<file path="src/rtl/iobus_uart.sv">
// Memory-mapped 8N1 UART slave for the IO bus: TX/RX FIFOs, runtime baud divisor,
// W1C error flags and a registered level interrupt.
module iobus_uart #(
    parameter int unsigned FIFO_DEPTH = 16,
    parameter int unsigned DIV_RESET  = 433
) (
    input  logic        io_clk,
    input  logic        io_rst,
    input  logic        io_sel,
    input  logic        io_read_strobe,
    input  logic        io_write_strobe,
    input  logic [1:0]  io_address,
    input  logic [3:0]  io_byte_enable,
    input  logic [31:0] io_write_data,
    output logic [31:0] io_read_data,
    output logic        io_ready,
    input  logic        uart_rx,
    output logic        uart_tx,
    output logic        irq
);
    localparam int unsigned PW = (FIFO_DEPTH > 1) ? $clog2(FIFO_DEPTH) : 1;
    localparam int unsigned CW = PW + 1;
    localparam logic [CW-1:0] FULL_CNT = CW'(FIFO_DEPTH);
    localparam logic [15:0]   DIV_MIN  = 16'd7;

    typedef enum logic [1:0] {TX_IDLE, TX_START, TX_DATA, TX_STOP} tx_state_e;
    typedef enum logic [2:0] {RX_IDLE, RX_START, RX_DATA, RX_STOP, RX_BREAK} rx_state_e;

    // Bus-side registers
    logic        ready_q;
    logic [31:0] rdata_q;
    logic        rxie_q, txie_q;
    logic [15:0] div_q;
    logic        rxovr_q, ferr_q, txovf_q;
    logic        irq_q;

    // FIFOs
    logic [7:0]    tx_mem [FIFO_DEPTH];
    logic [7:0]    rx_mem [FIFO_DEPTH];
    logic [PW-1:0] tx_wptr_q, tx_rptr_q, rx_wptr_q, rx_rptr_q;
    logic [CW-1:0] tx_cnt_q, rx_cnt_q;

    // Serial engines
    tx_state_e   tx_state_q, tx_state_d;
    logic [15:0] tx_bcnt_q, tx_bcnt_d, tx_per_q, tx_per_d;
    logic [2:0]  tx_bit_q, tx_bit_d;
    logic [7:0]  tx_shift_q, tx_shift_d;
    logic        tx_line_q, tx_line_d;
    logic        tx_pop;

    rx_state_e   rx_state_q, rx_state_d;
    logic [1:0]  rx_sync_q;
    logic [15:0] rx_bcnt_q, rx_bcnt_d, rx_per_q, rx_per_d;
    logic [2:0]  rx_bit_q, rx_bit_d;
    logic [7:0]  rx_shift_q, rx_shift_d;
    logic        rx_push_req, ferr_set;

    logic        acc_rd, acc_wr;
    logic        tx_wr_req, tx_push, txovf_set;
    logic        rx_pop, rx_push, rxovr_set;
    logic        tx_empty, tx_full, rx_empty, rx_full, tx_busy;
    logic        ctrl_we, w1c_we;
    logic [1:0]  div_we;
    logic [7:0]  status;
    logic [31:0] rd_mux;
    logic [15:0] div_eff;
    logic        tx_tick, rx_tick, rx_s;
    logic [16:0] rx_half;
    logic [15:0] rx_mid;
    logic        unused_ok;

    assign acc_rd = io_sel & io_read_strobe;
    assign acc_wr = io_sel & io_write_strobe;

    assign tx_empty = (tx_cnt_q == '0);
    assign tx_full  = (tx_cnt_q == FULL_CNT);
    assign rx_empty = (rx_cnt_q == '0);
    assign rx_full  = (rx_cnt_q == FULL_CNT);
    assign tx_busy  = (tx_state_q != TX_IDLE) | ~tx_empty;

    // A full FIFO still accepts a push when the other side pops in the same cycle
    assign tx_wr_req = acc_wr & (io_address == 2'd0) & io_byte_enable[0];
    assign tx_push   = tx_wr_req & (~tx_full | tx_pop);
    assign txovf_set = tx_wr_req & tx_full & ~tx_pop;
    assign rx_pop    = acc_rd & (io_address == 2'd0) & ~rx_empty;
    assign rx_push   = rx_push_req & (~rx_full | rx_pop);
    assign rxovr_set = rx_push_req & rx_full & ~rx_pop;

    assign ctrl_we = acc_wr & (io_address == 2'd2) & io_byte_enable[0];
    assign w1c_we  = acc_wr & (io_address == 2'd1) & io_byte_enable[0];
    assign div_we  = {2{acc_wr & (io_address == 2'd3)}} & io_byte_enable[1:0];

    assign status  = {tx_busy, txovf_q, ferr_q, rxovr_q, tx_full, tx_empty, rx_full, ~rx_empty};
    assign div_eff = (div_q < DIV_MIN) ? DIV_MIN : div_q;

    assign unused_ok = ^{io_write_data[31:16], io_byte_enable[3:2]};

    always_comb begin
        rd_mux = '0;
        case (io_address)
            2'd0:    rd_mux = rx_empty ? 32'h0 : {24'h0, rx_mem[rx_rptr_q]};
            2'd1:    rd_mux = {24'h0, status};
            2'd2:    rd_mux = {30'h0, txie_q, rxie_q};
            default: rd_mux = {16'h0, div_q};
        endcase
    end

    // Bus response, control/divisor registers, sticky flags and interrupt
    always_ff @(posedge io_clk or posedge io_rst) begin
        if (io_rst) begin
            ready_q <= 1'b0;
            rdata_q <= '0;
            rxie_q  <= 1'b0;
            txie_q  <= 1'b0;
            div_q   <= 16'(DIV_RESET);
            rxovr_q <= 1'b0;
            ferr_q  <= 1'b0;
            txovf_q <= 1'b0;
            irq_q   <= 1'b0;
        end else begin
            ready_q <= acc_rd | acc_wr;
            rdata_q <= acc_rd ? rd_mux : 32'h0;
            if (ctrl_we) begin
                rxie_q <= io_write_data[0];
                txie_q <= io_write_data[1];
            end
            if (div_we[0]) div_q[7:0]  <= io_write_data[7:0];
            if (div_we[1]) div_q[15:8] <= io_write_data[15:8];
            rxovr_q <= rxovr_set | (rxovr_q & ~(w1c_we & io_write_data[4]));
            ferr_q  <= ferr_set  | (ferr_q  & ~(w1c_we & io_write_data[5]));
            txovf_q <= txovf_set | (txovf_q & ~(w1c_we & io_write_data[6]));
            irq_q   <= (rxie_q & ~rx_empty) | (txie_q & tx_empty);
        end
    end

    always_ff @(posedge io_clk or posedge io_rst) begin
        if (io_rst) begin
            tx_wptr_q <= '0;
            tx_rptr_q <= '0;
            tx_cnt_q  <= '0;
            rx_wptr_q <= '0;
            rx_rptr_q <= '0;
            rx_cnt_q  <= '0;
        end else begin
            if (tx_push) tx_wptr_q <= tx_wptr_q + PW'(1);
            if (tx_pop)  tx_rptr_q <= tx_rptr_q + PW'(1);
            if (rx_push) rx_wptr_q <= rx_wptr_q + PW'(1);
            if (rx_pop)  rx_rptr_q <= rx_rptr_q + PW'(1);
            tx_cnt_q <= tx_cnt_q + CW'(tx_push) - CW'(tx_pop);
            rx_cnt_q <= rx_cnt_q + CW'(rx_push) - CW'(rx_pop);
        end
    end

    always_ff @(posedge io_clk) begin
        if (tx_push) tx_mem[tx_wptr_q] <= io_write_data[7:0];
        if (rx_push) rx_mem[rx_wptr_q] <= rx_shift_q;
    end

    // Transmitter: the bit period is relatched at every bit boundary
    assign tx_tick = (tx_bcnt_q == tx_per_q);

    always_comb begin
        tx_state_d = tx_state_q;
        tx_bcnt_d  = tx_bcnt_q + 16'd1;
        tx_per_d   = tx_per_q;
        tx_bit_d   = tx_bit_q;
        tx_shift_d = tx_shift_q;
        tx_line_d  = tx_line_q;
        tx_pop     = 1'b0;
        case (tx_state_q)
            TX_IDLE: begin
                tx_bcnt_d = '0;
                tx_line_d = 1'b1;
                if (!tx_empty) begin
                    tx_pop     = 1'b1;
                    tx_shift_d = tx_mem[tx_rptr_q];
                    tx_per_d   = div_eff;
                    tx_line_d  = 1'b0;
                    tx_state_d = TX_START;
                end
            end
            TX_START: begin
                if (tx_tick) begin
                    tx_bcnt_d  = '0;
                    tx_per_d   = div_eff;
                    tx_bit_d   = '0;
                    tx_line_d  = tx_shift_q[0];
                    tx_state_d = TX_DATA;
                end
            end
            TX_DATA: begin
                if (tx_tick) begin
                    tx_bcnt_d = '0;
                    tx_per_d  = div_eff;
                    if (tx_bit_q == 3'd7) begin
                        tx_line_d  = 1'b1;
                        tx_state_d = TX_STOP;
                    end else begin
                        tx_bit_d   = tx_bit_q + 3'd1;
                        tx_shift_d = {1'b0, tx_shift_q[7:1]};
                        tx_line_d  = tx_shift_q[1];
                    end
                end
            end
            default: begin
                if (tx_tick) begin
                    tx_bcnt_d = '0;
                    tx_per_d  = div_eff;
                    if (!tx_empty) begin
                        tx_pop     = 1'b1;
                        tx_shift_d = tx_mem[tx_rptr_q];
                        tx_line_d  = 1'b0;
                        tx_state_d = TX_START;
                    end else begin
                        tx_line_d  = 1'b1;
                        tx_state_d = TX_IDLE;
                    end
                end
            end
        endcase
    end

    always_ff @(posedge io_clk or posedge io_rst) begin
        if (io_rst) begin
            tx_state_q <= TX_IDLE;
            tx_bcnt_q  <= '0;
            tx_per_q   <= DIV_MIN;
            tx_bit_q   <= '0;
            tx_shift_q <= '0;
            tx_line_q  <= 1'b1;
        end else begin
            tx_state_q <= tx_state_d;
            tx_bcnt_q  <= tx_bcnt_d;
            tx_per_q   <= tx_per_d;
            tx_bit_q   <= tx_bit_d;
            tx_shift_q <= tx_shift_d;
            tx_line_q  <= tx_line_d;
        end
    end

    // Receiver: start bit is rechecked at half period, data sampled mid-bit
    assign rx_s    = rx_sync_q[1];
    assign rx_tick = (rx_bcnt_q == rx_per_q);
    assign rx_half = ({1'b0, rx_per_q} + 17'd1) >> 1;
    assign rx_mid  = 16'(rx_half - 17'd1);

    always_comb begin
        rx_state_d  = rx_state_q;
        rx_bcnt_d   = rx_bcnt_q + 16'd1;
        rx_per_d    = rx_per_q;
        rx_bit_d    = rx_bit_q;
        rx_shift_d  = rx_shift_q;
        rx_push_req = 1'b0;
        ferr_set    = 1'b0;
        case (rx_state_q)
            RX_IDLE: begin
                rx_bcnt_d = '0;
                if (!rx_s) begin
                    rx_per_d   = div_eff;
                    rx_state_d = RX_START;
                end
            end
            RX_START: begin
                if (rx_bcnt_q == rx_mid) begin
                    rx_bcnt_d = '0;
                    if (rx_s) begin
                        rx_state_d = RX_IDLE;
                    end else begin
                        rx_bit_d   = '0;
                        rx_per_d   = div_eff;
                        rx_state_d = RX_DATA;
                    end
                end
            end
            RX_DATA: begin
                if (rx_tick) begin
                    rx_bcnt_d  = '0;
                    rx_per_d   = div_eff;
                    rx_shift_d = {rx_s, rx_shift_q[7:1]};
                    if (rx_bit_q == 3'd7) rx_state_d = RX_STOP;
                    else                  rx_bit_d   = rx_bit_q + 3'd1;
                end
            end
            RX_STOP: begin
                if (rx_tick) begin
                    rx_bcnt_d = '0;
                    if (!rx_s) begin
                        ferr_set   = 1'b1;
                        rx_state_d = RX_BREAK;
                    end else begin
                        rx_push_req = 1'b1;
                        rx_state_d  = RX_IDLE;
                    end
                end
            end
            RX_BREAK: begin
                rx_bcnt_d = '0;
                if (rx_s) rx_state_d = RX_IDLE;
            end
            default: begin
                rx_bcnt_d  = '0;
                rx_state_d = RX_IDLE;
            end
        endcase
    end

    always_ff @(posedge io_clk or posedge io_rst) begin
        if (io_rst) begin
            rx_sync_q  <= 2'b11;
            rx_state_q <= RX_IDLE;
            rx_bcnt_q  <= '0;
            rx_per_q   <= DIV_MIN;
            rx_bit_q   <= '0;
            rx_shift_q <= '0;
        end else begin
            rx_sync_q  <= {rx_sync_q[0], uart_rx};
            rx_state_q <= rx_state_d;
            rx_bcnt_q  <= rx_bcnt_d;
            rx_per_q   <= rx_per_d;
            rx_bit_q   <= rx_bit_d;
            rx_shift_q <= rx_shift_d;
        end
    end

    assign io_ready     = ready_q;
    assign io_read_data = rdata_q;
    assign uart_tx      = tx_line_q;
    assign irq          = irq_q;

endmodule
</file>
<file path="config.mk">
export PLATFORM = sky130hd
export DESIGN_NAME = iobus_uart
export DESIGN_NICKNAME = d
export VERILOG_FILES = /design/src/rtl/iobus_uart.sv
export SDC_FILE = /design/constraint.sdc
export NUM_CORES = 1
export LEC_CHECK = 0
export ABC_AREA = 1
export CAP_MARGIN = 20
export CELL_PAD_IN_SITES_DETAIL_PLACEMENT = 0
export CELL_PAD_IN_SITES_GLOBAL_PLACEMENT = 1
export CORE_MARGIN = 5
export CORE_UTILIZATION = 48
export CTS_CLUSTER_SIZE = 10
export DETAILED_ROUTE_END_ITERATION = 10
export GPL_TIMING_DRIVEN = 0
export PLACE_DENSITY = 0.78
export SYNTH_ARGS = -nofsm -noshare
export SYNTH_HDL_FRONTEND = slang
export SYNTH_SLANG_ARGS = --single-unit
export TNS_END_PERCENT = 5
</file>
<file path="constraint.sdc">
create_clock -name io_clk -period 6.7 [get_ports io_clk]
set_clock_uncertainty 0.15 [all_clocks]
set_input_delay 1.34 -clock io_clk [delete_from_list [all_inputs] [get_ports io_clk]]
set_output_delay 1.34 -clock io_clk [all_outputs]
set_load 0.005 [all_outputs]
</file>
; ---- Word level (Yosys, flattened, before mapping)
; Memory sizes are Yosys's and may differ from the RTL's.
; Index checks and enable logic that the tools add are counted.
[totals]
in_bits = 44
ff_bits = 175
elab_cells = 204
ramBits = 256
mem_count = 2
[memory_table]
columns = name, words, width, rd, rd_ports_with_merged_regs, write_ports, line_no
row1 = rx_mem, 16, 8, 1, 0, 1, 39  ; logic [7:0] rx_mem [FIFO_DEPTH];
row2 = tx_mem, 16, 8, 1, 0, 1, 38  ; logic [7:0] tx_mem [FIFO_DEPTH];
[op_classes]
n_reduce_logical = 21
n_lt_le_gt_ge = 1
n_eq_ne = 29
n_addsub = 14
bitwise_logic = 44
muxes = 65
[ops]
columns = operator, count
row1 = 16-bit two-way mux, 11
row2 = 16-bit one-hot mux with 3 select lines, 2
row3 = 16-bit == test, 3
row4 = 3-bit two-way mux, 14
row5 = 8-bit two-way mux, 5
row6 = "16-bit by 1-bit adder with 16-bit output, second input constant", 2
row7 = 32-bit two-way mux, 1
row8 = 16-bit one-hot mux with 2 select lines, 1
row9 = "2-bit != test, second input constant", 13
row10 = 1-bit bitwise AND, 25
row11 = 8-bit one-hot mux with 3 select lines, 1
row12 = 1-bit two-way mux, 18
row13 = "16-bit by 1-bit adder with 17-bit output, second input constant", 1
row14 = "4-bit by 1-bit adder with 4-bit output, second input constant", 4
row15 = "16-bit by 3-bit < comparator with 1-bit output, second input constant", 1
row16 = "16-bit by 1-bit subtractor with 16-bit output, second input constant", 1
row17 = 3-bit one-hot mux with 5 select lines, 1
row18 = 2-bit two-way mux, 6
row19 = 3-bit one-hot mux with 2 select lines, 2
row20 = 5-bit by 1-bit adder with 5-bit output, 2
row21 = "5-bit == test, second input constant", 2
row22 = 5-bit logical NOT, 2
row23 = 1-bit NOT, 10
row24 = 5-bit AND reduction, 2
row25 = 21 further kinds, 44

; ---- Logic depth before layout (Yosys ltp)
[logic_depth]
word_depth = 8
depth_mapped = 23

; ---- Worst setup path before layout
; No wires, ideal clock.
[synth_path]
path_type = input -> register
start = in io_address[1]
end = reg rx_cnt_q[4]
t_required_ps = 6471
setup_slack_ps = 3271
t_arrival_ps = 3200
n_path_buf = 0
stages = 13
path_cell_list = nor2_1 nand2_1 inv_1 nand2_1 nand2_1 nand2_1 ha_1 inv_1 ha_1 inv_1 fa_1 o21ai_0 xor2_1
[synth_via]
elab_chain_cells = 7
[synth_rtl]
columns = element, line_no
row1 = "start, declared", 12  ; input logic [1:0] io_address,
row2 = 2-bit logical NOT *, 85  ; assign rx_pop = acc_rd & (io_address == 2'd0) & ~rx_empty;
row3 = 1-bit bitwise AND * (2 in a row), 85
row4 = 1-bit OR, 86  ; assign rx_push = rx_push_req & (~rx_full | rx_pop);
row5 = 1-bit bitwise AND, 86
row6 = 5-bit by 1-bit adder with 5-bit output, 150  ; rx_cnt_q <= rx_cnt_q + CW'(rx_push) - CW'(rx_pop);
row7 = 5-bit by 1-bit subtractor with 5-bit output *, 150
row8 = "end signal, assigned", 150
row9 = "end, declared", 41  ; logic [CW-1:0] tx_cnt_q, rx_cnt_q;
; Mark *: on every way between the ends. The rest lies on a longest branch, timed or not.
; A chain may end at the register's enable or synchronous reset.

; ---- Worst setup path after layout
[layout_path]
start = in io_address[1]
end = mem rx_mem[14][7], enable pin
[layout_via]
elab_chain_cells = 7
[layout_rtl]
columns = element, line_no
row1 = 2-bit logical NOT, 85
row2 = 1-bit bitwise AND (2 in a row), 85
row3 = 1-bit OR, 86
row4 = 1-bit bitwise AND, 86
row5 = 1-bit two-way mux, 156  ; if (rx_push) rx_mem[rx_wptr_q] <= rx_shift_q;
row6 = 1-bit two-way mux (implied by the code), 156
row7 = "end, declared", 39
; Every way passes these cells.

==> impl_metrics.tcl <==
set metrics [dict create \
    outcome "finished clean" \
    p_leak_nw 8.93 \
    cp.arrival_ps 4170 \
    synth-edff-count 256 \
    hold_violations 0 \
    fp.dieH_um 209 \
    drt_iter0_drc 1336 \
    max_freq_ghz 0.242 \
    drt_first_pass_iters 6 \
    synth_area_leaders "edfxtp_1 (41%), dfrtp_1 (19%), nand2_1 (7.8%)" \
    avgSynthCellArea_sq_um 10.0 \
    core-area_sq_um 38800 \
    io_buffers 44 \
    grt_pass1_vias 13600 \
    yosys.cell_types.count 50 \
    initial_core_util_pct 48.8 \
    insertedDiodeCount 0 \
    synth_area_leader_cell "edfxtp_1" \
    area_delta_synth_final_pct 14.1 \
    drive_above_1_share_pct 6.93 \
    path_max_fanout 8 \
    cts_max_level 2 \
    grt_pass1_wl_um 77300 \
    clkTransAtPathRegs_ps 60 \
    layout_commonest_cell "nand2_1" \
    clkSinkCount 415 \
    grt-ovfl-total 0 \
    cts.repair.resized 0 \
    dp_hpwl_um 34700 \
    slew_viol_final 0 \
    yosys_register_bits 415 \
    ctsHoldBuffers 0 \
    rr_worst_depth 16 \
    place.gp.congestion 0.861 \
    antenna_found_initial 0 \
    clk_latency_ps 570 \
    period_share_pct 61.7 \
    drt-total-wl_um 49800 \
    die_x_um 209 \
    rows 72 \
    seq_area_frac_synth_pct 61.7 \
    ff_latch_area_sq_um 11700 \
    tightest_slew_ps 1150 \
    setup_viol 0 \
    ys_warn_count 0 \
    num-nets-final 2076 \
    drtAntennaViolNets 0 \
    final_core_util_pct 55.7 \
    drc 0 \
    grt_usage_pct 22.6 \
    vias 14000 \
    synthCells 1885 \
    dieArea_sq_um 43500 \
    drv_cap 0 \
    drt-wirelength-per-cell_um 19.5 \
    maxSlewHeadroom_pct 23.0 \
    ioPinCount 79 \
    hold_class "reg2reg" \
    rsz0062_at_grt "no" \
    whs_path_depth 0 \
    post_cts_buffers 0 \
    cp-end-kind "flip-flop" \
    cts_buffer_depth 3 \
    grt_max_degree 121 \
    vias_per_cell 5.49 \
    cp_data_required_time_ps 6730 \
    syn_area_sq_um 18900 \
    post-synth-top-area-fraction_pct 40.6 \
    ctsRootBufferMaster "clkbuf_16" \
    layout_common_cells "nand2_1 (394), edfxtp_1 (256), nor2_1 (225), o21ai_0 (184), inv_1 (152)" \
    cp-start-kind "primary input" \
    power.density_nw_per_um2 311 \
    crit_type "in2reg" \
    cts_tree "done" \
    multiInputGateArea_sq_um 6320 \
    ir_worst_vdd_v 0.000371 \
    total_power_mw 6.73 \
    period_minus_slack_ps 4130 \
    cts_made_buffers 49 \
    synthArstFlopShare_pct 38.3 \
    ys.flop_type "edfxtp_1" \
    fillCellCount 3395 \
]
cell type report:
| type | count | share of cell area [%] |
|---|---|---|
| flip-flops and latches | 415 | 54.1 |
| multi-input cells | 1244 | 29.2 |
| clock buffers | 88 | 6.69 |
| well taps | 518 | 3.00 |
| inverters | 161 | 2.83 |
| repair buffers | 45 | 2.17 |
| plain buffers | 80 | 1.80 |
| clock inverters | 3 | 0.220 |
synthesized netlist by cell type, types with 2 or more instances:
library cell / number
nand2_1: 394
nor4_1: 8
o221ai_1: 21
nor2_2: 5
inv_2: 4
o311ai_0: 2
dfstp_2: 14
buf_6: 3
o21ai_0: 184
nor2_4: 6
fa_1: 2
or2_2: 2
o21ai_2: 16
nor3b_1: 2
o31ai_1: 3
dfrtp_1: 145
a32o_1: 2
buf_4: 17
a21oi_1: 75
nand2_2: 8
xnor2_1: 16
a31oi_1: 8
inv_1: 153
o22ai_1: 24
a221oi_1: 9
edfxtp_1: 256
nand2_4: 2
xor2_1: 30
o211ai_1: 6
ha_1: 34
nor2_1: 225
clkinv_1: 4
o32ai_1: 2
nor3_1: 19
nand3_1: 77
clkbuf_1: 58
buf_2: 2
nand4_1: 35
per-stage QoR:
stage | setup WS [ps] | hold WS (ps) | std cells | setup TNS (ps) | area, sq um
after floorplan | 942 | 195 | 1900 | 0 | 19000
after global placement | -1750 | 217 | 2462 | -250270 | 20100
after detailed placement | 2040 | 218 | 2463 | 0 | 20100
after CTS | 2650 | 223 | 2554 | 0 | 21600
after global routing | 2480 | 222 | 2554 | 0 | 21600
final | 2570 | 217 | 2554 | 0 | 21600
report_power, final:
part           switching [mW]  total [mW]  internal [mW]
logic                   0.857        1.29          0.435
registers               0.117        2.95           2.84
clock network            1.00        2.49           1.49
total                    1.98        6.73           4.76
metal layers:
layer	global-route usage, %	wire length (um)	vias to the layer above
met5	0	0	-
met2	37.1	24000	481
li1	-	-	6657
met1	31.7	21400	6815
met3	3.79	3510	64
met4	5.85	903	0
flip-flops by register name (all words and copies together) (netlist names), 5 cells and up:
register / count
rx_bcnt_q: 16
tx_per_q: 16
tx_cnt_q: 5
div_q: 16
io_read_data: 16
rx_per_q: 16
tx_bcnt_q: 16
rx_mem: 128
rx_shift_q: 8
tx_shift_q: 8
tx_mem: 128
rx_cnt_q: 5
cell families (layout without fill, tap and decap cells):
kind of cell	after synthesis	in the layout	synth area share, %
DFF	415	415	61.7
muxes	1	1	0.0595
other	1	16	0.0198
AOI/OAI and AO/OA	360	360	11.0
adders and majority gates	36	36	2.46
buffers and inverters	241	377	5.25
and+or+nand+nor	785	785	17.4
xor gates and xnor gates	46	46	2.13
critical path, cell delays in order:
cell and delay (ps):
clkdlybuf4s50_1 550, nor2_1 250, nand2_1 100, inv_1 190
nand2_1 160, nand2_1 90, nand2_1 180, inv_1 240
nand2_1 160, nor2_1 890
path summary, 6_finish.rpt:
| check | from | slack [ps] | to |
|---|---|---|---|
| hold reg to reg | rx_sync_q[0] | 220 | rx_sync_q[1] |
| min in group asynchronous | io_rst | 1010 | tx_shift_q[2] |
| setup / recovery | io_address[1] | 2570 | rx_mem[14][7] |
| setup reg to reg | tx_cnt_q[2] | 2670 | tx_cnt_q[4] |
| max in group asynchronous | io_rst | 4450 | rx_shift_q[3] |
| hold / removal | rx_sync_q[0] | 220 | rx_sync_q[1] |
No activity file was read; power rests on OpenSTA's default activity.
